<file path="src/rtl/branch_unit_if.sv">
// Issue/broadcast bundle between the branch RS, the branch unit, the CDB arbiter and the ROB.
// Handshakes: issue is level-held by the RS until resp pulses; a CDB transfer occurs when cdb_valid && cdb_ack.
interface branch_unit_if #(
  parameter int ROB_DEPTH = 4
);
  localparam int TW = (ROB_DEPTH > 1) ? $clog2(ROB_DEPTH) : 1;

  logic          comp_issue;
  logic [31:0]   instr_in;
  logic [31:0]   data_A_in;
  logic [31:0]   data_B_in;
  logic [31:0]   pc_in;
  logic [31:0]   imm_in;
  logic [TW-1:0] tag_dest_in;
  logic          resp;
  logic          busy;
  logic          cdb_valid;
  logic          cdb_ack;
  logic [TW-1:0] cdb_tag;
  logic [31:0]   cdb_data;
  logic          br_taken;
  logic [31:0]   br_target;
  logic          br_mispredict;
  logic [31:0]   br_redirect_pc;

  modport slave (
    input  comp_issue, instr_in, data_A_in, data_B_in, pc_in, imm_in, tag_dest_in, cdb_ack,
    output resp, busy, cdb_valid, cdb_tag, cdb_data,
           br_taken, br_target, br_mispredict, br_redirect_pc
  );

  modport master (
    output comp_issue, instr_in, data_A_in, data_B_in, pc_in, imm_in, tag_dest_in, cdb_ack,
    input  resp, busy, cdb_valid, cdb_tag, cdb_data,
           br_taken, br_target, br_mispredict, br_redirect_pc
  );
endinterface

</file>
<file path="src/rtl/branch_unit.sv">
// Branch execution stage: capture, resolve, broadcast on the CDB, then release the RS entry.
// Optional BRANCH_UNIT_BTFN_EN: backward-taken/forward-not-taken prediction instead of all-not-taken.
module branch_unit #(
  parameter int ROB_DEPTH = 4
) (
  input  logic                clk,
  input  logic                rst,
  input  logic                flush,
  branch_unit_if.slave        bu,
  output logic [1:0]          dbg_state_o
);
  localparam int TW = (ROB_DEPTH > 1) ? $clog2(ROB_DEPTH) : 1;

  localparam logic [6:0] OPC_BRANCH = 7'b1100011;
  localparam logic [6:0] OPC_JAL    = 7'b1101111;
  localparam logic [6:0] OPC_JALR   = 7'b1100111;

  typedef enum logic [1:0] {IDLE, EXEC, BCAST, DONE} state_e;

  state_e state_q, state_d;

  logic [6:0]    opcode_q;
  logic [2:0]    funct3_q;
  logic [31:0]   a_q, b_q, pc_q, imm_q;
  logic [TW-1:0] tag_q;

  logic        taken_q, taken_d;
  logic [31:0] target_q, target_d;
  logic [31:0] link_q, link_d;
  logic        mispredict_q, mispredict_d;
  logic [31:0] redirect_q, redirect_d;

  logic        unused_instr_bits;
  assign unused_instr_bits = ^{bu.instr_in[31:15], bu.instr_in[11:7]};

  always_comb begin
    state_d = state_q;
    case (state_q)
      IDLE:    if (bu.comp_issue) state_d = EXEC;
      EXEC:    state_d = BCAST;
      BCAST:   if (bu.cdb_ack) state_d = DONE;
      DONE:    state_d = IDLE;
      default: state_d = IDLE;
    endcase
    // Flush overrides everything, including a concurrent CDB grant.
    if (flush) state_d = IDLE;
  end

  always_ff @(posedge clk or negedge rst) begin
    if (!rst) state_q <= IDLE;
    else      state_q <= state_d;
  end

  always_ff @(posedge clk or negedge rst) begin
    if (!rst) begin
      opcode_q <= '0;
      funct3_q <= '0;
      a_q      <= '0;
      b_q      <= '0;
      pc_q     <= '0;
      imm_q    <= '0;
      tag_q    <= '0;
    end else if (state_q == IDLE && bu.comp_issue && !flush) begin
      opcode_q <= bu.instr_in[6:0];
      funct3_q <= bu.instr_in[14:12];
      a_q      <= bu.data_A_in;
      b_q      <= bu.data_B_in;
      pc_q     <= bu.pc_in;
      imm_q    <= bu.imm_in;
      tag_q    <= bu.tag_dest_in;
    end
  end

  logic [31:0] pc_plus4, pc_plus_imm, jalr_sum;
  logic        is_cond, is_jump, predicted;

  assign pc_plus4    = pc_q + 32'd4;
  assign pc_plus_imm = pc_q + imm_q;
  assign jalr_sum    = a_q + imm_q;

  always_comb begin
    taken_d  = 1'b0;
    target_d = pc_plus4;
    link_d   = '0;
    is_cond  = 1'b0;
    is_jump  = 1'b0;
    case (opcode_q)
      OPC_BRANCH: begin
        is_cond  = 1'b1;
        target_d = pc_plus_imm;
        case (funct3_q)
          3'b000:  taken_d = (a_q == b_q);
          3'b001:  taken_d = (a_q != b_q);
          3'b100:  taken_d = ($signed(a_q) <  $signed(b_q));
          3'b101:  taken_d = ($signed(a_q) >= $signed(b_q));
          3'b110:  taken_d = (a_q <  b_q);
          3'b111:  taken_d = (a_q >= b_q);
          default: taken_d = 1'b0;
        endcase
      end
      OPC_JAL: begin
        is_jump  = 1'b1;
        taken_d  = 1'b1;
        target_d = pc_plus_imm;
        link_d   = pc_plus4;
      end
      OPC_JALR: begin
        is_jump  = 1'b1;
        taken_d  = 1'b1;
        target_d = jalr_sum & ~32'h1;
        link_d   = pc_plus4;
      end
      default: ;
    endcase
  end

`ifdef BRANCH_UNIT_BTFN_EN
  // Sign of the offset tells direction; jumps are always predicted taken to their target.
  assign predicted = is_jump | (is_cond & imm_q[31]);
`else
  logic unused_pred_inputs;
  assign unused_pred_inputs = is_cond ^ is_jump;
  assign predicted = 1'b0;
`endif

  assign mispredict_d = taken_d ^ predicted;
  assign redirect_d   = taken_d ? target_d : pc_plus4;

  always_ff @(posedge clk or negedge rst) begin
    if (!rst) begin
      taken_q      <= 1'b0;
      target_q     <= '0;
      link_q       <= '0;
      mispredict_q <= 1'b0;
      redirect_q   <= '0;
    end else if (state_q == EXEC) begin
      taken_q      <= taken_d;
      target_q     <= target_d;
      link_q       <= link_d;
      mispredict_q <= mispredict_d;
      redirect_q   <= redirect_d;
    end
  end

  // Result sideband is zeroed outside BCAST so the ROB never sees stale data.
  logic bcast;
  assign bcast             = (state_q == BCAST);
  assign bu.cdb_valid      = bcast;
  assign bu.cdb_tag        = bcast ? tag_q        : '0;
  assign bu.cdb_data       = bcast ? link_q       : '0;
  assign bu.br_taken       = bcast ? taken_q      : 1'b0;
  assign bu.br_target      = bcast ? target_q     : '0;
  assign bu.br_mispredict  = bcast ? mispredict_q : 1'b0;
  assign bu.br_redirect_pc = bcast ? redirect_q   : '0;
  assign bu.resp           = (state_q == DONE);
  assign bu.busy           = (state_q != IDLE);
  assign dbg_state_o       = state_q;
endmodule

</file>
<file path="src/flat_wrapper.sv">
// flat-port wrapper written by rule: the top's interface ports become plain ports
module branch_unit_flat 
#(
  parameter int ROB_DEPTH = 4
)
  (clk, rst, flush, dbg_state_o, bu_comp_issue, bu_instr_in, bu_data_A_in, bu_data_B_in, bu_pc_in, bu_imm_in, bu_tag_dest_in, bu_cdb_ack, bu_resp, bu_busy, bu_cdb_valid, bu_cdb_tag, bu_cdb_data, bu_br_taken, bu_br_target, bu_br_mispredict, bu_br_redirect_pc);
  branch_unit_if #(.ROB_DEPTH(ROB_DEPTH)) bu_i ();
  input  logic clk;
  input  logic rst;
  input  logic flush;
  output logic [1:0] dbg_state_o;
  input wire logic [$bits(bu_i.comp_issue)-1:0] bu_comp_issue;
  input wire logic [$bits(bu_i.instr_in)-1:0] bu_instr_in;
  input wire logic [$bits(bu_i.data_A_in)-1:0] bu_data_A_in;
  input wire logic [$bits(bu_i.data_B_in)-1:0] bu_data_B_in;
  input wire logic [$bits(bu_i.pc_in)-1:0] bu_pc_in;
  input wire logic [$bits(bu_i.imm_in)-1:0] bu_imm_in;
  input wire logic [$bits(bu_i.tag_dest_in)-1:0] bu_tag_dest_in;
  input wire logic [$bits(bu_i.cdb_ack)-1:0] bu_cdb_ack;
  output wire logic [$bits(bu_i.resp)-1:0] bu_resp;
  output wire logic [$bits(bu_i.busy)-1:0] bu_busy;
  output wire logic [$bits(bu_i.cdb_valid)-1:0] bu_cdb_valid;
  output wire logic [$bits(bu_i.cdb_tag)-1:0] bu_cdb_tag;
  output wire logic [$bits(bu_i.cdb_data)-1:0] bu_cdb_data;
  output wire logic [$bits(bu_i.br_taken)-1:0] bu_br_taken;
  output wire logic [$bits(bu_i.br_target)-1:0] bu_br_target;
  output wire logic [$bits(bu_i.br_mispredict)-1:0] bu_br_mispredict;
  output wire logic [$bits(bu_i.br_redirect_pc)-1:0] bu_br_redirect_pc;
  assign bu_i.comp_issue = bu_comp_issue;
  assign bu_i.instr_in = bu_instr_in;
  assign bu_i.data_A_in = bu_data_A_in;
  assign bu_i.data_B_in = bu_data_B_in;
  assign bu_i.pc_in = bu_pc_in;
  assign bu_i.imm_in = bu_imm_in;
  assign bu_i.tag_dest_in = bu_tag_dest_in;
  assign bu_i.cdb_ack = bu_cdb_ack;
  assign bu_resp = bu_i.resp;
  assign bu_busy = bu_i.busy;
  assign bu_cdb_valid = bu_i.cdb_valid;
  assign bu_cdb_tag = bu_i.cdb_tag;
  assign bu_cdb_data = bu_i.cdb_data;
  assign bu_br_taken = bu_i.br_taken;
  assign bu_br_target = bu_i.br_target;
  assign bu_br_mispredict = bu_i.br_mispredict;
  assign bu_br_redirect_pc = bu_i.br_redirect_pc;
  branch_unit #(.ROB_DEPTH(ROB_DEPTH)) u_core (.clk(clk), .rst(rst), .flush(flush), .bu(bu_i), .dbg_state_o(dbg_state_o));
endmodule
</file>
<file path="config.mk">
export PLATFORM = sky130hd
export DESIGN_NAME = branch_unit_flat
export DESIGN_NICKNAME = d
export VERILOG_FILES = /design/src/rtl/branch_unit_if.sv /design/src/rtl/branch_unit.sv /design/src/flat_wrapper.sv
export SDC_FILE = /design/constraint.sdc
export NUM_CORES = 1
export LEC_CHECK = 0
export BUFFER_PORTS_ARGS = -buffer_cell sky130_fd_sc_hd__clkbuf_2
export CAP_MARGIN = 20
export CORE_AREA = 2 2 212 214
export DETAILED_ROUTE_END_ITERATION = 16
export DIE_AREA = 0 0 214 216
export GPL_TIMING_DRIVEN = 0
export HOLD_SLACK_MARGIN = 0.06
export REMOVE_ABC_BUFFERS = 1
export SLEW_MARGIN = 30
export SYNTH_ARGS = -nofsm -noshare
export SYNTH_HDL_FRONTEND = slang
export SYNTH_SLANG_ARGS = --single-unit
export TNS_END_PERCENT = 20
</file>
<file path="constraint.sdc">
create_clock -name clk -period 5.6 [get_ports clk]
set_input_delay 0.84 -clock clk [delete_from_list [all_inputs] [get_ports clk]]
set_output_delay 0.84 -clock clk [all_outputs]
set_load 0.01 [all_outputs]
</file>
After elaboration in Yosys (flattened, before gate mapping)

Index checks and enable logic that the tools add are counted.

Add/subtract/negate cells: 3
$mul: 0
Divide/modulo/power cells: 0
Order comparisons: 4
Equal/unequal tests: 15
Shifts and indexed selects: 0
Mux-type cells: 14
Bitwise operators: 0
Reduce and logical (&&, ||, !) cells: 9

Operators with widths:

| operator                                                              | count |
|---|---|
| 32-bit two-way mux                                                    | 5 |
| 32-bit adder                                                          | 2 |
| 32-bit >= comparator                                                  | 2 |
| 32-bit less-than comparator                                           | 2 |
| 32-bit one-hot mux with 2 select lines                                | 1 |
| 32-bit by 3-bit adder with 32-bit output, second input constant       | 1 |
| 32-bit equality test                                                  | 1 |
| 32-bit inequality test                                                | 1 |
| 7-bit equality test, second input constant                            | 3 |
| 3-bit equality test, second input constant                            | 4 |
| 2-bit two-way mux                                                     | 4 |
| 2-bit one-hot mux with 4 select lines                                 | 1 |
| 3-bit inequality test, second input constant                          | 2 |
| 1-bit one-hot mux with 6 select lines                                 | 1 |
| 2-bit equality test, second input constant                            | 2 |
| 2-bit OR reduction                                                    | 2 |
| 3-bit by 1-bit equality test with 1-bit output, second input constant | 1 |
| 3-bit zero test                                                       | 1 |
| 2-bit by 1-bit equality test with 1-bit output, second input constant | 1 |
| 1-bit logical AND                                                     | 2 |
| 2-bit zero test                                                       | 1 |
| 1-bit one-hot mux with 2 select lines                                 | 1 |
| 2-bit AND reduction                                                   | 1 |
| 2-bit nonzero test                                                    | 1 |
| other kinds (2)                                                       | 2 |

Bits in registers: 239
Latch bits: 0
Bits in writable memories: 0
Bits in read-only memories: 0
Input port bits: 167
Output and inout bits: 105
Logic and storage cells: 57
Memories kept: 0

Depth between registers and ports, before layout

Gate-level depths: netlist of the first run.

Depth after elaboration: 4
Mapped depth: 13
Depth with buffers taken out: 11

Worst setup path before layout of the first run

OpenSTA, ideal clock, no wires.

Path type: register to register
Start point: register u_core.a_q[1]
End point: register u_core.redirect_q[4]
Library setup time: 126 ps
Arrival time: 2711 ps
Data required time: 5474 ps
Setup slack: 2763 ps
Stages on the path, launching flop included: 13
Buffers on the path: 2
Clock period less this slack: 2837 ps
Path through: dfrtp_1 -> ha_1 -> nor2b_1 -> o211ai_1 -> a21oi_1 -> o311a_1 -> a211oi_2 -> mux2_4 -> o211ai_2 -> buf_6 -> buf_12 -> nor2_2 -> a221o_1

Cells in the longest elaborated chain, start to end: 4
Elaborated cells between the ends (all ways): 11
Those cells by class: add/sub: 1; order compare: 4; eq/ne: 2; mux: 4

RTL lines:

| element                                            | line               | RTL |
|---|---|---|
| start: declaration                                 | branch_unit.sv:24  | `logic [31:0] a_q, b_q, pc_q, imm_q;` |
| start signal: assignment                           | branch_unit.sv:66  | `a_q <= bu.data_A_in;` |
| 32-bit >= comparator, or another cell as far along | branch_unit.sv:97  | `3'b111: taken_d = (a_q >= b_q);` |
| 1-bit one-hot mux with 6 select lines              | branch_unit.sv:91  | `case (funct3_q)` |
| 1-bit one-hot mux with 2 select lines              | branch_unit.sv:87  | `case (opcode_q)` |
| 32-bit two-way mux *                               | branch_unit.sv:127 | `assign redirect_d = taken_d ? target_d : pc_plus4;` |
| end signal: assignment                             | branch_unit.sv:141 | `redirect_q <= redirect_d;` |
| end: declaration                                   | branch_unit.sv:31  | `logic [31:0] redirect_q, redirect_d;` |

Every way passes the cells marked *; elsewhere a longest branch is shown, timed or not.
A chain may end at the register's enable or synchronous reset.

Worst setup path after layout of the first run

Start point: register u_core.a_q[31]
End point: register u_core.redirect_q[25]

Cells in the longest elaborated chain, start to end: 4
Elaborated cells between the ends (all ways): 9
Those cells by class: order compare: 4; eq/ne: 2; mux: 3

RTL lines:

| element                                            | line |
|---|---|
| 32-bit >= comparator, or another cell as far along | branch_unit.sv:97 |
| 1-bit one-hot mux with 6 select lines *            | branch_unit.sv:91 |
| 1-bit one-hot mux with 2 select lines *            | branch_unit.sv:87 |
| 32-bit two-way mux *                               | branch_unit.sv:127 |

Marked as above.

==> results of run 1 <==
metal layers:
metal  vias up  global-route usage (%)
met4         0                    4.94
met1      6111                    28.5
met5         -                       0
met2       336                    31.4
met3        61                    3.24
li1       6094                       -
area by class of cell:
type	instances	area, um2
Sequential cell	239	5980
Inverter	71	272
Timing Repair Buffer	271	1610
Multi-Input combinational cell	1159	8770
Fill cell	4343	25500
Tap cell	592	741
Clock buffer	37	774
Clock inverter	13	210
registers in the layout, summed over array words and instances, names as in the netlist:
signal	count
u_core.opcode_q	7
u_core.redirect_q	32
u_core.dbg_state_o	2
u_core.taken_q	1
u_core.tag_q	2
u_core.imm_q	32
u_core.b_q	32
u_core.link_q	32
u_core.funct3_q	3
u_core.target_q	32
u_core.pc_q	32
u_core.a_q	32
metrics by stage:
step           setup slack (ns)  util (%)  instances  setup TNS [ns]
3_5_place_dp               1.64      39.6       2332               0
4_1_cts                    1.63      41.9       2382               0
3_3_place_gp              -2.30      38.6       2310         -690.92
5_1_grt                    1.47      41.9       2382               0
2_1_floorplan             0.152         -       1469               0
6_report                   1.76      41.9       2382               0
Yosys cell counts, types with 47 or more instances:
cell      instances  area (um2)
nand3_1          51         255
clkbuf_1         59         221
and2_1           94         588
ha_1             98        1230
xnor2_1          47         412
nor2_1          104         390
nand2_1          91         342
inv_1            70         263
mux2_2          158        1780
dfrtp_1         239        5980
o21ai_0          50         250
a21oi_1          92         460
power groups by stage:
stage / clock network (uW) / registers, uW / logic (uW)
final: 1970 / 3320 / 7360
after global routing: 2080 / 3430 / 8170
after CTS: 2020 / 3320 / 7350
after detailed placement: 0 / 3350 / 7310
after global placement: 0 / 3310 / 7230
after floorplan: 0 / 2960 / 5490
cells by family (layout without fill, tap and decap cells):
| group | count (synthesis) | in the layout | synth area share (%) |
|---|---|---|---|
| adders and majority gates | 100 | 100 | 8.29 |
| AOI/OAI and AO/OA | 348 | 348 | 15.7 |
| muxes | 183 | 183 | 13.3 |
| and+or+nand+nor | 446 | 446 | 14.9 |
| DFF | 239 | 239 | 39.1 |
| buffers and inverters | 148 | 392 | 3.98 |
| xor gates and xnor gates | 82 | 82 | 4.70 |
worst max-delay path by stage:
stage | slack [ns] | depth (start not counted) | startpoint | end
CTS | 1.63 | 12 | u_core.a_q[31] | u_core.redirect_q[29]
finish | 1.76 | 12 | u_core.a_q[31] | u_core.redirect_q[25]
floorplan | 0.15 | 2 | bu_comp_issue | u_core.a_q[0]
global route | 1.47 | 12 | u_core.a_q[31] | u_core.redirect_q[25]
global placement | -2.30 | 3 | flush | u_core.a_q[26]
detailed placement | 1.64 | 12 | u_core.a_q[31] | u_core.redirect_q[29]
worst register-to-register path, cell delays in order, from the launching register on:
cell and delay [ns]:
dfrtp_1 0.43, ha_1 0.49, nand4_2 0.23, nor4_4 0.52
nand3_1 0.17, xnor2_1 0.15, o41ai_1 0.33, o2111ai_1 0.29
o211ai_4 0.24, buf_8 0.24, buf_8 0.22, mux2i_1 0.12
mux2_2 0.29
==> impl_metrics.tcl, run 1 <==
set metrics [dict create \
    grt_remaining_overflow 0 \
    cp_num_buf_inv 2 \
    holdWs_ns 0.148 \
    gp_congestion 0.853 \
    power_frac_seq_pct 26.3 \
    syn-cell-area_um2 15300 \
    detail-route-antenna-nets 0 \
    postCtsResizedCells 0 \
    ys.flop_type "dfrtp_1" \
    initialDrtViolationCount 702 \
    ys_seq_area_share_pct 39.1 \
    grt_setup_unrepaired "no" \
    wl_per_cell_um 19.6 \
    syn_avg_cell_area_um2 9.88 \
    cellInternalPower_uw 6820 \
    hold_class "input pin to asynchronous set/reset pin" \
    crit_family "simple AND/OR/NAND/NOR gates" \
    dieArea_um2 46200 \
    end_kind "flop" \
    final_common_cell "clkbuf_2" \
    cts_setup_buffers 0 \
    dpl-instance-area_um2 17400 \
    grt_pass1_vias 12500 \
    cts_buffers 28 \
    initial_core_util_pct 34.9 \
    grt_max_degree 77 \
    async_flop_share_pct 100 \
    yosysWarnings 0 \
    clock_skew_ns 0.0258 \
    clk_path_buf_depth 3 \
    power.share.clock_pct 15.5 \
    pin_count 272 \
    ys_types 81 \
    finalCriticalPeriod_ns 3.84 \
    crit_chain "ha_1, nand4_2, nor4_4, nand3_1, xnor2_1, o41ai_1, o2111ai_1, o211ai_4, buf_8, buf_8, mux2i_1, mux2_2" \
    dp_hpwl_um 37000 \
    met1_length_um 22300 \
    wl_um 46800 \
    synth_edf_count 0 \
    hold_viol 0 \
    die_h_um 216 \
    crit_top_cell "buf_8" \
    power_frac_comb_pct 58.2 \
    p_sw_share_pct 46.1 \
    area_growth_pct 20.2 \
    rows 77 \
    worstPathMaxFanout 18 \
    wl_met2_um 21000 \
    design.core.area_um2 43800 \
    synthCells 1546 \
    cap_violations 0 \
    cts_tree "built" \
    dr.pass1.iters 7 \
    clkSinkCount 239 \
    r2r_cells 12 \
    p_leak_uw 0.00843 \
    die_w_um 214 \
    vias 12600 \
    setup_viol 0 \
    port-buffer-count 249 \
    finalNetCount 2037 \
    regToRegEndpoint "u_core.redirect_q[25]" \
    clock_latency_ns 0.58 \
    rr_startpoint "u_core.a_q[31]" \
    clk_pin_slew_ns 0.06 \
    worstSetupPathType "flop to flop" \
    routed-wl-met3_um 2600 \
    relSlewSlack_pct 37.3 \
    antenna_found_initial 0 \
    synth-seq-cells 239 \
    cp.arrival_ns 4.28 \
    grt_pass1_wl_um 72600 \
    top_layer "met4" \
    cpPeakStageDelay_ns 0.52 \
    max_slew.worst_pin.slew_ns 0.934 \
    vias_per_cell 5.29 \
    vdd.ir_drop.worst_uv 268 \
    switching_power_uw 5830 \
    outcome "finished, final reports clean" \
    fin_area_um2 18400 \
    final_max_slew_viol_count 0 \
    slowest_stage "nor4_4" \
    num_antenna_cells 0 \
    final_cell_mix "clkbuf_2, dfrtp_1, mux2_2, nor2_1, ha_1" \
    track_usage_pct 20.0 \
    cts_root_buffer "clkbuf_16" \
    layout-drive-gt1-share_pct 28.0 \
    required_ns 6.04 \
    cts-htree-levels 1 \
    post-route-period-util_pct 68.5 \
    fin_total_pwr_uw 12700 \
    reg2reg_slack_ns 1.76 \
    cp-start-kind "flop" \
    drc 0 \
    ctsHoldBuffers 0 \
    max_freq_mhz 261 \
    power.density_nw_per_um2 689 \
]
Note: power is estimated with default switching activity, not from simulation.
==> run 2, diff against run 1 <==
--- a/config.mk
+++ b/config.mk
@@ -5,11 +5,12 @@
 export SDC_FILE = /design/constraint.sdc
 export NUM_CORES = 1
 export LEC_CHECK = 0
+export ABC_AREA = 1
 export BUFFER_PORTS_ARGS = -buffer_cell sky130_fd_sc_hd__clkbuf_2
 export CAP_MARGIN = 20
-export CORE_AREA = 2 2 212 214
+export CORE_AREA = 2 2 217 219
 export DETAILED_ROUTE_END_ITERATION = 16
-export DIE_AREA = 0 0 214 216
+export DIE_AREA = 0 0 219 221
 export GPL_TIMING_DRIVEN = 0
 export HOLD_SLACK_MARGIN = 0.06
 export REMOVE_ABC_BUFFERS = 1
==> constraint.sdc (replaced) <==
create_clock -name clk -period 3.5 [get_ports clk]
set_input_delay 0.525 -clock clk [delete_from_list [all_inputs] [get_ports clk]]
set_output_delay 0.525 -clock clk [all_outputs]
set_load 0.01 [all_outputs]
==> run 2 against run 1 <==
  * Hold slack worse by 0.0058 ns
  * Combinational power rose by 55%
  * Synthesized area up 4.1%
  * Sequential power up 60%
  * Critical endpoint is now u_core.redirect_q[3]
  * Critical path type unchanged
  * First-iteration DRC count rose by 32%
==> impl_metrics.tcl, run 2 <==
set metrics [dict create \
    fin_total_pwr_uw 19900 \
    grt_max_degree 76 \
    finalCriticalPeriod_ns 3.24 \
    gp_congestion 0.886 \
    synthTopCellsByCount "nand2_1, inv_1, dfrtp_1" \
    die_h_um 221 \
    ys_seq_area_share_pct 37.6 \
    crit_top_cell "nor2_1" \
    fillCellCount 4815 \
    outcome "finished, final reports clean" \
    synthCells 2122 \
    p_sw_share_pct 49.1 \
    initialDrtViolationCount 927 \
    clock_skew_ns 0.0178 \
    cts-htree-levels 1 \
    grt_remaining_overflow 0 \
    min_path_cells 2 \
    initial_core_util_pct 34.5 \
    final_cell_mix "nand2_1, inv_1, clkbuf_2, dfrtp_1, nand3_1" \
    post-place-ws_ns -0.198 \
    regToRegEndpoint "u_core.redirect_q[3]" \
    antenna_found_initial 0 \
    relSlewSlack_pct 31.3 \
    yosysMostFrequentCell "nand2_1" \
    multiInputGateArea_um2 8660 \
    track_usage_pct 21.4 \
    cellInternalPower_uw 10100 \
    fin_area_um2 18900 \
    grt_pass1_vias 14500 \
    holdWs_ns 0.143 \
    vias_per_cell 5.04 \
    seq_area_um2 5980 \
    die_w_um 219 \
    max_freq_mhz 309 \
    post-route-period-util_pct 92.5 \
    end_kind "flop" \
    hold_end "u_core.dbg_state_o[1]" \
    final_common_cell "nand2_1" \
    syn_avg_cell_area_um2 7.50 \
    switching_power_uw 9800 \
    cts_root_buffer "clkbuf_16" \
    power_frac_comb_pct 57.2 \
    power.density_nw_per_um2 1050 \
    worst_slack_ns 0.263 \
    port-buffer-count 249 \
    cts_tree "built" \
    hold_class "input pin to flop" \
    rr_startpoint "u_core.opcode_q[5]" \
    worstSetupPathType "flop to flop" \
    yosys.area.top_type "dfrtp_1" \
    cts_setup_buffers 0 \
    async_flop_share_pct 100 \
    worstPathMaxFanout 35 \
    required_ns 3.94 \
    setup_viol 0 \
    cts_buffers 28 \
    clk_path_buf_depth 3 \
    cpPeakStageDelay_ns 0.63 \
    cap_violations 0 \
    grt_pass1_wl_um 81500 \
    area_growth_pct 18.9 \
    vias 14900 \
    ys.flop_type "dfrtp_1" \
    pin_count 272 \
    power_frac_seq_pct 26.7 \
    finalNetCount 2603 \
    rows 79 \
    yosys-top-cells-area "dfrtp_1, nand2_1, ha_1" \
    final_max_slew_viol_count 0 \
    p_leak_uw 0.0102 \
    synth-seq-cells 239 \
    max_slew.worst_pin.slew_ns 1.02 \
    design.core.area_um2 46100 \
    clkSinkCount 239 \
    layout-drive-gt1-share_pct 18.5 \
    fin_util_pct 41.1 \
    hold_viol 0 \
    yosysWarnings 0 \
    slowest_stage "a21oi_4" \
    r2r_cells 14 \
    cp-start-kind "flop" \
    crit_chain "inv_1, nor2_1, nand2_1, nor2_1, nand2_4, inv_2, a21oi_4, inv_2, nand2_1, o21ai_0, nor2_1, inv_1, nand3_1, nand3_1" \
    dp_hpwl_um 40900 \
    dr.pass1.iters 5 \
    num_antenna_cells 0 \
    detail-route-antenna-nets 0 \
    cp.arrival_ns 3.67 \
    wl_per_cell_um 17.5 \
    synth_edf_count 0 \
    reg2reg_slack_ns 0.26 \
    clock_latency_ns 0.57 \
    synth_top_area_share_pct 37.6 \
    drc 0 \
    hp-start "flush" \
    ys_types 49 \
    syn-cell-area_um2 15900 \
    clk_pin_slew_ns 0.06 \
    grt_setup_unrepaired "no" \
    dieArea_um2 48400 \
    wl_um 51900 \
    vdd.ir_drop.worst_uv 367 \
    power.share.clock_pct 16.1 \
    dpl-instance-area_um2 17900 \
]
run 2: cell count changes after synthesis, sizes merged, moves of 29 or more:
cell,change
a21oi,+75
and2,-95
inv,+196
mux2,-72
nand2,+473
nand3,+134
nor2,+57
o21ai,+32
o2bb2ai,-29
xnor2,-38
run 2: cell type report:
type / instances / share of cell area (%)
clock buffer: 38 / 4.33
inverter: 267 / 5.32
clock inverter: 12 / 1.01
multi-input combinational: 1541 / 45.8
tap: 607 / 4.01
timing repair buffer: 259 / 7.95
sequential: 239 / 31.6
run 2: worst max-delay path, delay by kind of cell (launching register included):
kind,cells,cell delay [ns]
compound gates,2,0.74
flops,1,0.36
simple gates,8,1.07
buf+inv,4,0.91
run 2: what timing repair did:
item | 4_1_cts | 5_1_grt
endpoints found under the hold margin | 47 | 0
gates resized for setup | 1 | 2
hold buffers | 1 | 0
gates cloned | 0 | 0
pin swaps | 0 | 0
setup endpoints to repair | 41 | 32
run 2: cell families (layout without fill, tap and decap cells):
group                      after synthesis  in the layout  share of synthesized area, %
buffers and inverters                  342            576                          8.38
AOI/OAI and AO/OA                      306            306                          10.5
muxes                                   87             87                          6.16
adders and majority gates              100            100                          7.96
DFF                                    239            239                          37.6
and+or+nand+nor                       1018           1018                          27.7
xor gates and xnor gates                30             30                          1.70
run 2: layer usage:
layer	track usage (%)	part of all wire (%)
met2	34.0	45
met3	2.32	4.8
met5	0	0
met1	31.0	48
met4	5.67	2.3
run 2: power groups by stage:
stage	combinational [uW]	clock (uW)	sequential, uW
after floorplan	8390	0	4760
after global placement	11200	0	5330
after global routing	13000	3400	5480
after CTS	11400	3290	5310
final	11400	3210	5320
after detailed placement	11300	0	5350
run 2: per-stage QoR:
step	instances	TNS [ns]
final	2963	0
after CTS	2963	0
after floorplan	2047	-276.49
after detailed placement	2912	-3.47
after global placement	2903	-1559.88
after global routing	2963	0
run 2: worst max path at each step:
stage / start / end / slack (ns) / depth (start not counted)
after floorplan: u_core.dbg_state_o[0] / u_core.a_q[10] / -1.54 / 6
after global placement: u_core.dbg_state_o[0] / u_core.pc_q[11] / -3.65 / 7
after detailed placement: u_core.opcode_q[5] / u_core.redirect_q[19] / -0.20 / 12
after CTS: u_core.a_q[31] / u_core.redirect_q[30] / 0.07 / 16
after global routing: u_core.opcode_q[5] / u_core.redirect_q[3] / 0.04 / 14
final: u_core.opcode_q[5] / u_core.redirect_q[3] / 0.26 / 14
